==> src/rtl/fifo_uart_tx.sv <==
// fifo_uart_tx: pops FIFO words and sends them as UART frames (start, data LSB first, [parity], stop).
// Define UART_TX_PARITY_EN to add a parity bit after the data bits (PARITY_ODD selects odd parity).
module fifo_uart_tx #(
  parameter int WIDTH = 8,
  parameter int CLK_DIV = 16,
  parameter int STOP_BITS = 1,
`ifdef UART_TX_PARITY_EN
  parameter bit PARITY_ODD = 1'b0,
`endif
  parameter int CNT_WIDTH = $clog2(CLK_DIV)
) (
  input  logic             clk,
  input  logic             rst,
  input  logic             enable,
  input  logic             empty,
  input  logic [WIDTH-1:0] rdata,
  output logic             rd_en,
  output logic             tx,
  output logic             busy,
  output logic             tx_done
);
  typedef enum logic [2:0] {IDLE, FETCH, WAIT, START, DATA, PARITY, STOP} state_t;
  localparam int BW = $clog2(WIDTH + 2);
  localparam logic [CNT_WIDTH-1:0] LAST = CNT_WIDTH'(CLK_DIV - 1);
  localparam logic [BW-1:0] LAST_BIT = BW'(WIDTH - 1);
  localparam logic [BW-1:0] LAST_STOP = BW'(STOP_BITS - 1);
  state_t state;
  logic [WIDTH-1:0] shreg;
  logic [CNT_WIDTH-1:0] cnt;
  logic [BW-1:0] bit_cnt;
  logic period_end;
  logic [WIDTH-1:0] shnext;
`ifdef UART_TX_PARITY_EN
  logic par;
`endif
  assign period_end = cnt == LAST;
  assign shnext = shreg >> 1;
  assign rd_en = state == FETCH;
  assign busy = state != IDLE;
  // bit_cnt counts data bits in DATA and stop bits in STOP, so the stop period never needs a wider timer
  always_ff @(posedge clk or negedge rst) begin
    if (!rst) begin
      state <= IDLE;
      shreg <= '0;
      cnt <= '0;
      bit_cnt <= '0;
      tx <= 1'b1;
      tx_done <= 1'b0;
`ifdef UART_TX_PARITY_EN
      par <= 1'b0;
`endif
    end else begin
      tx_done <= 1'b0;
      cnt <= (state inside {START, DATA, PARITY, STOP} && !period_end) ? cnt + 1'b1 : '0;
      case (state)
        IDLE: if (enable && !empty) state <= FETCH;
        FETCH: state <= WAIT;
        WAIT: begin
          shreg <= rdata;
`ifdef UART_TX_PARITY_EN
          par <= (^rdata) ^ PARITY_ODD;
`endif
          tx <= 1'b0;
          state <= START;
        end
        START: if (period_end) begin
          state <= DATA;
          tx <= shreg[0];
          bit_cnt <= '0;
        end
        DATA: if (period_end) begin
          shreg <= shnext;
          if (bit_cnt == LAST_BIT) begin
            bit_cnt <= '0;
`ifdef UART_TX_PARITY_EN
            state <= PARITY;
            tx <= par;
`else
            state <= STOP;
            tx <= 1'b1;
`endif
          end else begin
            bit_cnt <= bit_cnt + 1'b1;
            tx <= shnext[0];
          end
        end
`ifdef UART_TX_PARITY_EN
        PARITY: if (period_end) begin
          state <= STOP;
          tx <= 1'b1;
        end
`endif
        STOP: if (period_end) begin
          if (bit_cnt == LAST_STOP) begin
            state <= IDLE;
            tx_done <= 1'b1;
            bit_cnt <= '0;
          end else begin
            bit_cnt <= bit_cnt + 1'b1;
          end
        end
        default: state <= IDLE;
      endcase
    end
  end
endmodule

==> config.mk <==
export PLATFORM = sky130hd
export DESIGN_NAME = fifo_uart_tx
export DESIGN_NICKNAME = d
export VERILOG_FILES = /design/src/rtl/fifo_uart_tx.sv
export SDC_FILE = /design/constraint.sdc
export NUM_CORES = 1
export LEC_CHECK = 0
export BUFFER_PORTS_ARGS = -buffer_cell sky130_fd_sc_hd__buf_4
export CELL_PAD_IN_SITES_DETAIL_PLACEMENT = 1
export CELL_PAD_IN_SITES_GLOBAL_PLACEMENT = 1
export CORE_ASPECT_RATIO = 1.1
export CORE_UTILIZATION = 47
export DETAILED_ROUTE_END_ITERATION = 12
export GPL_TIMING_DRIVEN = 0
export PLACE_DENSITY_LB_ADDON = 0.1
export REMOVE_ABC_BUFFERS = 1
export SLEW_MARGIN = 5
export SYNTH_ARGS = -nofsm -noshare
export SYNTH_HDL_FRONTEND = slang
export SYNTH_SLANG_ARGS = --single-unit
==> constraint.sdc <==
create_clock -name clk -period 4.5 [get_ports clk]
set_input_delay 0.45 -clock clk [delete_from_list [all_inputs] [get_ports clk]]
set_output_delay 0.45 -clock clk [all_outputs]
set_load 0.05 [all_outputs]
==> impl_metrics.csv, run 1 <==
group,metric,value,unit
drt,drc_errors,0,
clocking,cts_buffer_depth,2,
drt,vias,912,
timing,rsz0062_at_grt,"no",
die,core,2320,sq um
pwr,p_leak,0.602,nW
yosys,synthDistinctLibCells,35,
timing,worst_slack,2510,ps
place,dpl.hpwl,1820,microns
global_route,antenna_found_initial,0,
critical_path,cp-start-kind,"register",
clocking,cts_root_buf,"clkbuf_4",
timing,final-setup-viol-count,0,
cells_and_area,areaGrowthSynthToFinish,13.7,%
drt,firstDrtPassIters,4,
yosys,synth.yosys.seq_area_share,44.1,%
drt,met3RoutedLength,75,microns
clocking,cts_num_sinks,21,
critical_path,worstSetupPathType,"register to primary output",
place,port_buffers,15,
yosys,synth-seq-cells,21,
timing,timing.final.max_slew_violations,0,
place,dpl_worst_slack,2630,ps
drt,drtIter0Drc,6,
yosys,synth.avg_cell_area,10.4,sq um
critical_path,arrival,1540,ps
timing,hold_viol_final,0,
cells_and_area,most-common-layout-cells,"dfrtp_1 (20), buf_4 (15), mux2_2 (14)",
critical_path,crit_fanout,15,
critical_path,required,4050,ps
die,initial_core_util,51.5,%
timing,period_needed,1990,ps
run_status,status,"finished clean",
yosys,synth_warnings,0,
timing,fmax,0.501,GHz
timing,tightestPinTransition,611,ps
die,die_w,50.1,microns
cells_and_area,n_antenna_cell,0,
yosys,syn_area,1190,sq um
place,place_area,1320,sq um
clocking,cts_tree,"done",
clocking,cts.clk_slew.worst_paths,120,ps
flow_run,maxCapViolations,0,
global_route,grtUsageTotal,21.0,%
drt,drt_wl_total,2430,microns
die,io_pins,16,
timing,finalSetupTns,0,ps
global_route,grt_start_max_net_pins,22,
cells_and_area,stdcell_area,1360,sq um
yosys,syn_inst,115,
timing,fin_skew,5.41,ps
drt,route.met2.wl,1290,microns
pwr,peakVddDrop,0.223,mV
die,fp.dieH,54.9,microns
drt,top_layer_used,"met4",
cells_and_area,final_nets,146,
worst_hold_path,hold_class,"primary input to register",
cells_and_area,drive_gt1_share,30.8,%
clocking,clock_latency,310,ps
die,dieArea,2750,sq um
die,rows,18,
pwr,powerDensity,226,nW/um^2
drt,viasPerCell,5.70,
drt,wl_per_cell,15.2,microns
timing,max-slew-margin-rel,59.2,%
clocking,htreeDepth,1,
global_route,grt_pass1_wl,4190,microns
clocking,numCtsBuffers,3,
drt,drtAntennaViolNets,0,
cells_and_area,layout_commonest_cell,"dfrtp_1",
timing,fin_crit_sh,44.3,%
place,gp_congestion,0.766,
critical_path,crit_path_end_kind,"primary output",
global_route,grt_pass1_vias,950,
drt,m1WireLength,1040,microns
global_route,grt_overflow_total,0,
==> state kept, by name, summed over array words and instances (netlist names) <==
| register | cells |
|---|---|
| tx | 1 |
| state | 3 |
| cnt | 4 |
| tx_done | 1 |
| shreg | 8 |
| bit_cnt | 4 |
==> worst max-delay path, cell delays in order, from the launching register on <==
cell	delay (ps)
dfrtp_1	700
nand2b_1	160
nor2_1	150
buf_4	220
==> report_power, final <==
group          internal, mW  switching, mW  leakage [nW]
Combinational        0.0112        0.00837         0.336
Clock                0.0332         0.0609        0.0177
Sequential            0.192        0.00166         0.248
Total                 0.237         0.0709         0.602
==> per-layer routing <==
| metal | up-vias | global-route usage (%) |
|---|---|---|
| li1 | 439 | - |
| met1 | 451 | 24.6 |
| met2 | 18 | 37.8 |
| met3 | 4 | 3.61 |
| met4 | 0 | 9.52 |
| met5 | - | 0 |
==> synthesized netlist by cell type <==
cell	n	area (sq um)
nor2_1	8	30.0
nor2b_1	3	18.8
inv_1	3	11.3
nand3b_1	4	30.0
o21ai_0	7	35.0
buf_2	4	20.0
o32ai_1	1	8.76
a21oi_4	1	16.3
and3_4	1	11.3
o22a_1	1	8.76
a21oi_1	4	20.0
a21o_1	2	15.0
mux2_2	14	158
clkbuf_1	1	3.75
nand2_1	10	37.5
xnor2_1	1	8.76
dfstp_2	1	26.3
and3b_1	1	8.76
nor3_1	2	10.0
o21a_1	1	7.51
nand3_1	3	15.0
xor2_1	2	17.5
dfrtp_1	20	500
nor3b_4	1	18.8
or2_4	1	8.76
o22ai_1	1	6.26
ha_1	3	37.5
o221a_2	1	11.3
o21ai_2	1	8.76
mux2_1	1	11.3
nand2b_1	5	31.3
a31oi_1	1	6.26
or3_1	1	6.26
o21bai_1	1	7.51
o31ai_1	3	22.5
==> area by class of cell <==
class / count / area, sq um
sequential: 21 / 527
timing repair buffer: 16 / 123
clock inverter: 1 / 5.00
tap: 30 / 37.5
inverter: 3 / 11.3
clock buffer: 3 / 22.5
fill: 271 / 961
multi-input combinational: 86 / 633
==> path summary, 6_finish.rpt <==
check / start / endpoint / slack [ps] / cells after the start
max: state[0] / rd_en / 2510 / 3
min: rdata[7] / shreg[7] / 430 / 3
max reg2reg: state[2] / shreg[4] / 2640 / 3
min reg2reg: cnt[0] / cnt[0] / 480 / 1
max in group asynchronous: rst / tx / 3690 / 2
min in group asynchronous: rst / tx_done / 540 / 2
==> through the flow <==
| step | total power, mW | utilization, % | std cells | hold WS (ps) |
|---|---|---|---|---|
| 6_report | 0.307 | 58.6 | 160 | 430 |
| 5_1_grt | 0.323 | 58.6 | 160 | 437 |
| 4_1_cts | 0.313 | 58.6 | 160 | 430 |
| 3_5_place_dp | 0.217 | 57.0 | 155 | 349 |
| 3_3_place_gp | 0.216 | 57.0 | 155 | 348 |
| 2_1_floorplan | 0.204 | - | 110 | 154 |
==> cell families (layout without fill, tap and decap cells) <==
kind of cell | count (synthesis) | count (layout) | share of synthesized area, %
buffers and inverters | 8 | 23 | 2.93
and+or+nand+nor | 40 | 40 | 19.0
adders and majority gates | 3 | 3 | 3.14
AOI/OAI and AO/OA | 25 | 25 | 14.6
DFF | 21 | 21 | 44.1
xor gates and xnor gates | 3 | 3 | 2.20
muxes | 15 | 15 | 14.1
==> repair_timing <==
item | 4_1_cts | 5_1_grt
resized for setup | 0 | 0
endpoints found under the setup margin | 0 | 0
hold buffers | 1 | 0
endpoints found under the hold margin | 20 | 0
buffers inserted | 0 | 0
No activity file was read; power rests on OpenSTA's default activity.
==> run 2, diff against run 1 <==
ABC_AREA = 1   (was not set)
CORE_UTILIZATION = 41   (was 47)
clock period = 2 ns   (was 4.5 ns; I/O delays follow)
==> run 2 against run 1 <==
Final area is 0.18% higher. Sequential cell count stayed put. Synthesized cell count up 34%. Sequential share of layout area down 0.071 points. Clock skew is 1.4 ps higher. Routed wire length up 15%. Die area rose by 16%. Via count increased by 16%. Utilization fell by 10 points. Synthesized area grew 2.0%. Combinational power grew to 2.5 times the previous value. Largest cell class unchanged.
==> impl_metrics.csv, run 2 <==
group,metric,value,unit
pwr,p_total,0.692,mW
drt,wl_per_cell,13.7,microns
clocking,cts_resized,0,
clocking,cts_buffer_depth,2,
pwr,netSwitchingFraction,22.8,%
pwr,p_sw,0.157,mW
place,port_buffers,15,
yosys,yosysMostFrequentCell,"nand2_1",
yosys,synthXorXnorAreaFrac,1.44,%
drt,drc_errors,0,
worst_hold_path,min_from,"rdata[1]",
timing,whs,157,ps
pwr,peakVddDrop,0.240,mV
pwr,seq_power_share,63.1,%
pwr,p_leak,0.693,nW
critical_path,startpoint,"state[1]",
global_route,grt_pass1_wl,4770,microns
yosys,synth.yosys.seq_area_share,43.2,%
timing,fin_skew,6.82,ps
cells_and_area,final_nets,186,
global_route,grt_overflow_total,0,
drt,drtIter0Drc,23,
yosys,synth_mux_area_share,0,%
cells_and_area,drive_gt1_share,17.6,%
timing,rsz0062_at_grt,"no",
yosys,synth_warnings,0,
yosys,syn_inst,154,
timing,period_needed,1660,ps
pwr,powerDensity,508,nW/um^2
global_route,grt_start_max_net_pins,22,
die,rows,20,
clocking,cts_setup_buffers,0,
cells_and_area,n_antenna_cell,0,
clocking,cts_root_buf,"clkbuf_4",
cells_and_area,layout_commonest_cell,"nand2_1",
timing,max-slew-margin-rel,70.7,%
yosys,synth-adder-area-share,3.08,%
critical_path,arrival,1460,ps
yosys,synth.area.top_cells,"dfrtp_1 (41%), nand2_1 (10%), inv_1 (6.2%)",
die,fp.dieH,59.2,microns
cells_and_area,top_register,"shreg",
die,io_pins,16,
cells_and_area,multi_input_area,562,sq um
timing,tightestPinTransition,434,ps
cells_and_area,seq_area,527,sq um
yosys,async_flop_share,100,%
timing,final-setup-viol-count,0,
drt,drt_wl_total,2790,microns
drt,drtAntennaViolNets,0,
place,dp_cells,198,
drt,vias,1058,
critical_path,crit_slowest_cell,"dfrtp_1",
flow_run,maxCapViolations,0,
clocking,numCtsBuffers,3,
timing,finalSetupTns,0,ps
place,gp_congestion,0.804,
run_status,status,"finished clean",
cells_and_area,largest_reg_flops,8,
timing,fin_crit_sh,83.2,%
critical_path,crit_fanout,10,
yosys,synth_edf_count,0,
yosys,synth-simple-area-share,27.5,%
cells_and_area,areaGrowthSynthToFinish,11.7,%
yosys,syn_area,1220,sq um
clocking,cts_tree,"done",
clocking,clock_latency,300,ps
critical_path,rr_startpoint,"state[1]",
critical_path,critPathMaxStageDelay,600,ps
critical_path,crit_path_end_kind,"primary output",
yosys,synth-seq-cells,21,
yosys,synth_top_family_by_area,"simple AND/OR/NAND/NOR gates",
yosys,synthDistinctLibCells,26,
drt,firstDrtPassIters,4,
worst_hold_path,hold_class,"primary input to register",
critical_path,required,1800,ps
cells_and_area,fillCellCount,370,
yosys,synth.avg_cell_area,7.91,sq um
pwr,intPower,0.534,mW
clocking,cts.clk_slew.worst_paths,120,ps
die,dieArea,3190,sq um
yosys,synth-compound-area-share,14.1,%
timing,hold_viol_final,0,
critical_path,cp-start-kind,"register",
pwr,p_comb_share,7.1,%
timing,fmax,0.601,GHz
drt,viasPerCell,5.21,
die,core,2800,sq um
clocking,htreeDepth,1,
place,dpl.hpwl,2180,microns
global_route,grt_pass1_vias,1129,
die,initial_core_util,43.5,%
timing,timing.final.max_slew_violations,0,
cells_and_area,finish.cell_count_without_fillers,203,
yosys,synthFlopType,"dfrtp_1",
global_route,grtUsageTotal,20.7,%
clocking,hold_buffers,1,
yosys,netlist_top_cells_count,"nand2_1 (34), dfrtp_1 (20), inv_1 (20), nor2_1 (19), nand3_1 (14)",
critical_path,worstSetupPathType,"register to primary output",
yosys,synth_top_cell_by_area,"dfrtp_1",
cells_and_area,most-common-layout-cells,"nand2_1 (34), inv_1 (20), dfrtp_1 (20)",
cells_and_area,reg_top3,"shreg (8), bit_cnt (4), cnt (4)",
yosys,synth_top_area_share,41.1,%
pwr,clock_power_share,29.8,%
critical_path,worstPathCellList,"inv_1 > nand2_1 > nor2_1 > buf_4",
die,die_w,54.0,microns
clocking,cts_num_sinks,21,
global_route,antenna_found_initial,0,
## run 2: logic make-up (layout without fill, tap and decap cells)
kind of cell    Yosys count  in the layout
compound gates           27             27
xor+xnor                  2              2
buf+inv                  26             42
flops                    21             21
fa+ha+maj                 3              3
simple gates             75             75
## run 2: through the flow
| step | util, % | setup slack [ps] | instance area [sq um] |
|---|---|---|---|
| final | 48.6 | 335 | 1360 |
| after global routing | 48.6 | 255 | 1360 |
| after global placement | 47.3 | 525 | 1330 |
| after floorplan | - | 459 | 1170 |
| after CTS | 48.6 | 337 | 1360 |
| after detailed placement | 47.3 | 429 | 1330 |
## run 2: worst paths after layout
| path | endpoint | slack, ps | depth (start not counted) |
|---|---|---|---|
| min in group asynchronous | shreg[5] | 310 | 2 |
| max in group asynchronous | tx | 1420 | 2 |
| setup / recovery | rd_en | 340 | 4 |
| hold / removal | shreg[1] | 160 | 3 |
| hold reg to reg | cnt[0] | 470 | 1 |
| setup reg to reg | state[1] | 440 | 7 |
## run 2: final cells by class
cell class	instances	area share, %
timing repair buffer	16	9.01
sequential	21	38.7
inverter	22	6.07
tap	33	3.03
multi-input combinational	107	41.3
clock buffer	4	1.93
## run 2: metal layers
layer / vias to the layer above / track usage [%] / share of wire (%)
met5: - / 0 / 0
met4: 0 / 7.69 / 1.0
met3: 4 / 3.08 / 2.8
met2: 17 / 40.0 / 55
met1: 507 / 21.7 / 41
li1: 530 / - / -
## run 2: power groups by stage
stage                     combinational (mW)  clock, mW  sequential (mW)
after floorplan                       0.0140          0            0.447
after global placement                0.0459          0            0.444
after detailed placement              0.0490          0            0.445
after CTS                             0.0512      0.214            0.437
after global routing                  0.0561      0.229            0.437
final                                 0.0494      0.206            0.436
## run 2: critical path, delay by kind of cell, from the launching register on
| family | cells | cell delay [ps] |
|---|---|---|
| buffers and inverters | 2 | 380 |
| and+or+nand+nor | 2 | 180 |
| DFF | 1 | 600 |
==> run 3, diff against run 2 <==
ABC_AREA = 0   (was 1)
CORE_UTILIZATION = 44   (was 41)
clock period = 1.61 ns   (was 2 ns; I/O delays follow)
==> run 3 against run 2 <==
The run now ends with negative setup slack left. Critical path depth increased by 2. Count of clock-buffer cells in the layout unchanged. Final cell count decreased by 11%. Sequential power increased by 25%. Critical path type is now register to register. Critical endpoint is now shreg[2].
==> impl_metrics.csv, run 3 (synthesized netlist as in run 1, its figures left out) <==
group,metric,value,unit
drt,drtIter0Drc,15,
global_route,grt_overflow_total,0,
drt,firstDrtPassIters,4,
cells_and_area,areaGrowthSynthToFinish,31.6,%
drt,wl_per_cell,16.7,microns
run_status,status,"finished with violations",
die,fp.dieH,56.7,microns
timing,max-slew-margin-rel,81.3,%
clocking,numCtsBuffers,3,
critical_path,crit_path_end_kind,"register",
global_route,grt_use_met3,3.25,%
drt,drt_wl_total,3010,microns
clocking,cts.clk_slew.worst_paths,120,ps
cells_and_area,fillCellCount,287,
cells_and_area,largest_reg_flops,8,
clocking,clock_latency,310,ps
clocking,cts_num_sinks,21,
critical_path,crit_fanout,6,
die,io_pins,16,
die,initial_core_util,47.0,%
timing,fmax,0.609,GHz
clocking,cts_buffer_depth,2,
critical_path,required,1810,ps
clocking,cts_tree,"done",
critical_path,arrival,1840,ps
timing,finalSetupTns,-173,ps
pwr,p_leak,0.729,nW
place,port_buffers,15,
die,dieArea,2930,sq um
timing,whs,159,ps
drt,viasPerCell,5.56,
critical_path,cp-start-kind,"register",
clocking,htreeDepth,1,
pwr,powerDensity,548,nW/um^2
global_route,grtUsageMet2,42.1,%
die,rows,19,
cells_and_area,fin_util,61.8,%
global_route,grt_pass1_vias,1071,
cells_and_area,reg_top3,"shreg (8), bit_cnt (4), cnt (4)",
cells_and_area,top_register,"shreg",
cells_and_area,layout_commonest_cell,"buf_4",
timing,rsz0062_at_grt,"yes",
drt,drtAntennaViolNets,0,
global_route,grtUsageMet1,27.3,%
pwr,peakVddDrop,0.482,mV
global_route,grt_pass1_wl,4970,microns
timing,worst_slack,-32.5,ps
critical_path,worstSetupPathType,"register to register",
critical_path,reg2reg_setup_slack,-30,ps
clocking,cts_root_buf,"clkbuf_4",
cells_and_area,n_antenna_cell,0,
cells_and_area,final_nets,165,
worst_hold_path,hold_class,"primary input to register",
global_route,grt_start_max_net_pins,22,
global_route,grtUsageTotal,23.3,%
flow_run,maxCapViolations,0,
timing,hold_viol_final,0,
timing,fin_skew,1.73,ps
place,dpl.hpwl,1810,microns
die,die_w,51.7,microns
timing,timing.final.max_slew_violations,0,
global_route,grt_busiest_layer,"met2",
global_route,antenna_found_initial,0,
run_status,violations,"negative setup slack",
die,core,2540,sq um
cells_and_area,drive_gt1_share,43.0,%
cells_and_area,most-common-layout-cells,"buf_4 (33), dfrtp_1 (17), nand2_1 (10)",
timing,period_needed,1640,ps
timing,final-setup-viol-count,7,
drt,drc_errors,0,
drt,vias,1001,
place,gp_congestion,0.727,
timing,fin_crit_sh,102,%
timing,tightestPinTransition,281,ps
run 3: cell types whose count changed in the layout (fill, tap and decap cells not counted), sizes merged, moves of 2 or more:
cell,previous run,this run
nor2b,0,3
nand2b,0,5
a21oi,2,5
o211ai,7,0
mux2,0,15
nand3b,0,4
a21o,0,2
o21ai,16,8
nor2,21,8
buf,15,34
o31ai,0,3
nand3,16,3
nand2,37,10
inv,22,3
run 3: final timing paths:
check                      depth (start not counted)      from         end
hold reg to reg                                    1  shreg[6]    shreg[6]
setup / recovery                                   6    cnt[1]    shreg[2]
max in group asynchronous                          2       rst          tx
setup reg to reg                                   6    cnt[1]    shreg[2]
hold / removal                                     3  rdata[7]    shreg[7]
min in group asynchronous                          2       rst  bit_cnt[2]
run 3: repair_timing:
item,CTS,global route
setup buffers,17,2
gates resized for setup,12,3
endpoints found under the setup margin,13,8
pin swaps,2,2
hold buffers,1,0
hold endpoints to repair,21,0
run 3: layer usage:
layer	part of all wire [%]	up-vias
li1	-	473
met1	44	511
met2	53	12
met3	1.5	5
met4	1.4	0
met5	0	-
run 3: cell type report:
class                           instances  area, sq um  share of cell area [%]
Multi-Input combinational cell         86          688                    43.8
Sequential cell                        21          531                    33.7
Timing Repair Buffer                   35          278                    17.7
Tap cell                               31         38.8                    2.47
Clock buffer                            4         26.3                    1.67
Inverter                                3         11.3                   0.716
run 3: worst max-delay path, stage by stage (launching register included):
cell and delay (ps):
dfrtp_1 420, ha_4 170, and3_4 190, nand3b_1 120, a21oi_4 200, buf_12 140
mux2_4 300
run 3: through the flow:
step / power (mW) / cell area, sq um / worst slack (ps) / instances
after global placement: 0.604 / 1320 / -239 / 156
after CTS: 0.868 / 1540 / -22.2 / 178
after global routing: 0.899 / 1570 / -109 / 180
after detailed placement: 0.607 / 1320 / -311 / 156
final: 0.862 / 1570 / -32.5 / 180
after floorplan: 0.570 / 1170 / -27.9 / 110
run 3: report_power, final:
group	total (mW)	switching [mW]	internal (mW)
logic	0.0592	0.0250	0.0342
registers	0.543	0.00552	0.537
clock network	0.260	0.164	0.0967
total	0.862	0.194	0.668
